<file path="config.mk">
export PLATFORM = sky130hd
export DESIGN_NAME = branch_predictor
export DESIGN_NICKNAME = d
export VERILOG_FILES = /design/src/rtl/branch_predictor.sv
export SDC_FILE = /design/constraint.sdc
export NUM_CORES = 2
export LEC_CHECK = 0
export BUFFER_PORTS_ARGS = -buffer_cell sky130_fd_sc_hd__buf_2
export CORE_ASPECT_RATIO = 1.1
export CORE_MARGIN = 1.5
export CORE_UTILIZATION = 60
export CTS_CLUSTER_DIAMETER = 50
export DETAILED_ROUTE_END_ITERATION = 10
export GPL_ROUTABILITY_DRIVEN = 0
export MAX_ROUTING_LAYER = met4
export PLACE_DENSITY = 0.77
export SLEW_MARGIN = 20
export SYNTH_ARGS = -nofsm -noshare
export SYNTH_HDL_FRONTEND = slang
export SYNTH_SLANG_ARGS = --single-unit
</file>
<file path="constraint.sdc">
create_clock -name clk -period 5.8 [get_ports clk]
set_input_delay 1.16 -clock clk [delete_from_list [all_inputs] [get_ports clk]]
set_output_delay 1.16 -clock clk [all_outputs]
set_load 0.005 [all_outputs]
</file>
<file path="src/rtl/branch_predictor.sv">
// Bimodal branch predictor: direct-mapped tagged BHT of 2-bit saturating counters,
// plus resolved-branch and mispredict statistics.
module branch_predictor #(
  parameter int unsigned ENTRIES = 32,
  parameter int unsigned IDX_W   = $clog2(ENTRIES)
) (
  input  logic        clk,
  input  logic        rst,
  input  logic [31:0] guess_pc,
  input  logic        guess_valid,
  output logic        guess_taken,
  input  logic [31:0] check_pc,
  input  logic        check_valid,
  input  logic        check_taken,
  input  logic        check_pred,
  input  logic        stall,
  output logic        br_pred_correct,
  input  logic        stats_clear,
  output logic [31:0] branch_count,
  output logic [31:0] mispredict_count
);

  localparam int unsigned TAG_W = 32 - IDX_W - 2;

  localparam logic [1:0] CTR_SNT = 2'b00;
  localparam logic [1:0] CTR_WNT = 2'b01;
  localparam logic [1:0] CTR_WT  = 2'b10;
  localparam logic [1:0] CTR_ST  = 2'b11;

  logic [ENTRIES-1:0] valid_q;
  logic [TAG_W-1:0]   tag_q [ENTRIES];
  logic [1:0]         ctr_q [ENTRIES];

  logic [IDX_W-1:0] guess_idx;
  logic [IDX_W-1:0] check_idx;
  logic [TAG_W-1:0] guess_tag;
  logic [TAG_W-1:0] check_tag;
  logic             check_hit;
  logic             update;
  logic [1:0]       ctr_next;
  logic             unused_pc_bits;

  assign guess_idx      = guess_pc[IDX_W+1:2];
  assign guess_tag      = guess_pc[31:IDX_W+2];
  assign check_idx      = check_pc[IDX_W+1:2];
  assign check_tag      = check_pc[31:IDX_W+2];
  assign unused_pc_bits = ^{guess_pc[1:0], check_pc[1:0]};

  // Decode-stage lookup reads only the registered table, never the check port.
  always_comb begin
    guess_taken = 1'b0;
    if (rst && guess_valid && valid_q[guess_idx] && (tag_q[guess_idx] == guess_tag)) begin
      guess_taken = ctr_q[guess_idx][1];
    end
  end

  assign br_pred_correct = !check_valid || (check_pred == check_taken);
  assign update          = check_valid && !stall;
  assign check_hit       = valid_q[check_idx] && (tag_q[check_idx] == check_tag);

  // Saturating train on a hit; a miss reallocates the line at the weak state of the outcome.
  always_comb begin
    ctr_next = check_taken ? CTR_WT : CTR_WNT;
    if (check_hit) begin
      if (check_taken) begin
        ctr_next = (ctr_q[check_idx] == CTR_ST) ? CTR_ST : ctr_q[check_idx] + 2'd1;
      end else begin
        ctr_next = (ctr_q[check_idx] == CTR_SNT) ? CTR_SNT : ctr_q[check_idx] - 2'd1;
      end
    end
  end

  always_ff @(posedge clk or negedge rst) begin
    if (!rst) begin
      valid_q <= '0;
      for (int i = 0; i < int'(ENTRIES); i++) begin
        tag_q[i] <= '0;
        ctr_q[i] <= CTR_WNT;
      end
    end else if (update) begin
      valid_q[check_idx] <= 1'b1;
      tag_q[check_idx]   <= check_tag;
      ctr_q[check_idx]   <= ctr_next;
    end
  end

  // Clear wins over a same-cycle increment, and works even while stalled.
  always_ff @(posedge clk or negedge rst) begin
    if (!rst) begin
      branch_count     <= '0;
      mispredict_count <= '0;
    end else if (stats_clear) begin
      branch_count     <= '0;
      mispredict_count <= '0;
    end else if (update) begin
      branch_count     <= branch_count + 32'd1;
      mispredict_count <= mispredict_count + 32'(check_pred != check_taken);
    end
  end

endmodule

</file>
==> results.toml <==
[grt]
grt_max_degree = 187
grt.total_usage_pct = 46.5
gr-total-overflow = 0
antenna_found_initial = 10
grt_pass1_vias = 44900
grt_pass1_wl_um = 288000

[routing]
vias = 46200
drtPass1Iterations = 8
drtAntennaViolNets = 0
viasPerCell = 6.99
wl_um = 198000
avgRoutedWirePerCell_um = 30.0
remaining_drc_errors = 0
drt_iter0_drc = 7479

[logic_synthesis]
synth_top_area_share_pct = 44.9
synthFlopType = "dfrtp_1"
ys_top_cells_by_area = "dfrtp_1 45%, nand2_1 17%, mux4_2 13%"
syn_area_um2 = 51700
postSynth.asyncResetShare_pct = 100
ys_ff_latch = 960
synthDistinctLibCells = 48
yosysTopAreaCell = "dfrtp_1"
syn-num-nets = 5435
syn_area_per_cell_um2 = 9.64
synth_seq_area_share_pct = 46.6
yosys_warnings = 0
syn_inst = 5360
synth_edf_count = 0

[power_and_ir_drop]
irDropWorstVdd_uv = 223
power.total_mw = 18.4
p_per_area_nw_per_um2 = 316
leakagePower_nw = 28.7

[flow_run]
maxCapViolations = 0

[sta]
worst_slew_pin_slew_ns = 1.23
rsz0062_at_grt = "true"
layout_worst_path_cycle_share_pct = 101
tns_ns = -0.0800
setup_viol_count_final = 1
max_slew_margin_pct = 17.9
hold_violations = 0
fin_ws_ns = -0.0800
fmax_ghz = 0.170
fin_skew_ns = 0.0383
finalMaxSlewViolations = 0
whs_ns = 0.345
fin_crit_ns = 5.88

[critical_path]
cp_top_family = "simple AND/OR/NAND/NOR gates"
cp-end-kind = "output port"
required_ns = 4.64
crit_chain = "buf_16, buf_16, mux4_2, mux4_2, mux2i_1, buf_4, xor2_1, nand4_1, or4_4, nor4_4, buf_4, buf_6"
critPathBufInv = 5
worst_setup_path_start_kind = "input port"
critPathMaxStageDelay_ns = 0.58
critical_path_class = "in -> out"
crit_fanout = 9
worstPathArrival_ns = 4.72
slowest_stage = "or4_4"

[cts]
worstSkewPairLatency_ns = 0.72
clk_pin_slew_ns = 0.06
h-tree-depth = 3
cts_tree = "built"
clk_path_buf_depth = 3
numClockSinks = 960
numCtsBuffers = 107
root_buffer = "clkbuf_16"

[placement]
port_buffers = 133
hpwl_um = 118000
placed_cell_area_um2 = 54400
place_ws_ns = -0.494
dp_cells = 6393

[outcome]
outcome = "complete, but fails checks"
violations = "setup timing"

[final_layout]
synthToLayoutAreaGrowth_pct = 13.0
fin_cells = 6615
nFillCells = 6112
layout-drive-gt1-share_pct = 19.2
final_area_um2 = 58400
nets = 5448
final_util_pct = 68.7

[die]
die_x_um = 283
die-area_um2 = 87900
pin_count = 138
rows = 112
initial_core_util_pct = 60.8
die_y_um = 311
core_um2 = 85100

[min_path]
min_path_type = "in -> async"
[synth_stat cells (3+ instances only)]
library cell	number
xnor2_1	15
xor2_1	65
nand4bb_1	6
nor4_1	49
a22oi_1	20
o221a_2	32
nand2_1	2286
o211ai_1	3
nand2b_1	33
or4b_4	3
nor2_1	102
mux2_2	53
mux4_2	302
mux2i_1	406
a211o_1	29
buf_4	5
and4_1	7
and3b_1	5
and3_1	26
inv_1	4
dfrtp_1	928
dfstp_2	32
nor2b_1	4
nor3b_1	3
o22ai_1	181
nand3_1	44
a21boi_0	3
buf_1	59
ha_1	3
nand4_1	23
and2_1	4
nor3_1	5
buf_2	81
nand4b_1	6
or3_1	13
clkbuf_1	315
a21oi_1	65
or4_1	39
o21ai_0	88
[cells in the final DEF, fill, tap and decap left out, types with 53 or more instances in the layout]
master,count
nand2_1,2256
mux2_2,53
o22ai_1,181
xor2_1,63
o21ai_0,88
mux4_2,302
a21oi_1,65
mux2i_1,401
clkbuf_16,116
buf_2,126
nor2_1,69
buf_4,192
dfrtp_1,928
[final cells by class]
type                    instances  area [um2]  area share [%]
multi-input cells            3935       26200            44.8
diodes                         14        35.0          0.0600
clock inverters                50         618            1.06
inverters                       4        15.0          0.0257
well taps                    1140        1430            2.44
flip-flops and latches        960       24100            41.2
clock buffers                 147        3050            5.22
repair buffers                365        3020            5.17
[power by group]
| part | switching, mW | internal, mW |
|---|---|---|
| sequential | 0.732 | 7.59 |
| combinational | 1.57 | 1.37 |
| clock | 2.99 | 4.19 |
[state kept, by name, summed over array words and instances, names as in the netlist]
signal            cells
ctr_q                64
mispredict_count     32
tag_q               800
branch_count         32
valid_q              32
[worst paths after layout]
check,to,cells after the start,slack [ns],start
max,guess_taken,12,-0.08,guess_pc[2]
min,branch_count[26],1,0.35,rst
max reg2reg,ctr_q[14],12,2.02,tag_q[12]
min reg2reg,tag_q[243],2,0.49,tag_q[243]
max in group asynchronous,tag_q[306],3,3.24,rst
min in group clk,tag_q[243],2,0.49,tag_q[243]
[routing by layer]
metal | share of wire [%] | wire length, um | track usage [%]
met4 | 10 | 20200 | 35.4
met3 | 16 | 32300 | 17.6
met5 | 0 | 0 | -
met1 | 32 | 63400 | 56.0
met2 | 42 | 82400 | 62.7
[timing repair]
item	in CTS	in global routing
gates cloned	0	5
gates resized for setup	12	18
setup buffers	0	6
pin swaps	2	7
hold endpoints to repair	0	0
setup endpoints to repair	1	1
hold buffers	0	0
[cell families after synthesis]
group / Yosys count / share of synthesized area (%)
AOI/OAI and AO/OA: 425 / 5.31
xor gates and xnor gates: 80 / 1.36
buffers and inverters: 465 / 3.62
DFF: 960 / 46.6
muxes: 761 / 22.2
adders and majority gates: 3 / 0.0726
and+or+nand+nor: 2666 / 20.9
Note: power is estimated with default switching activity, not from simulation.
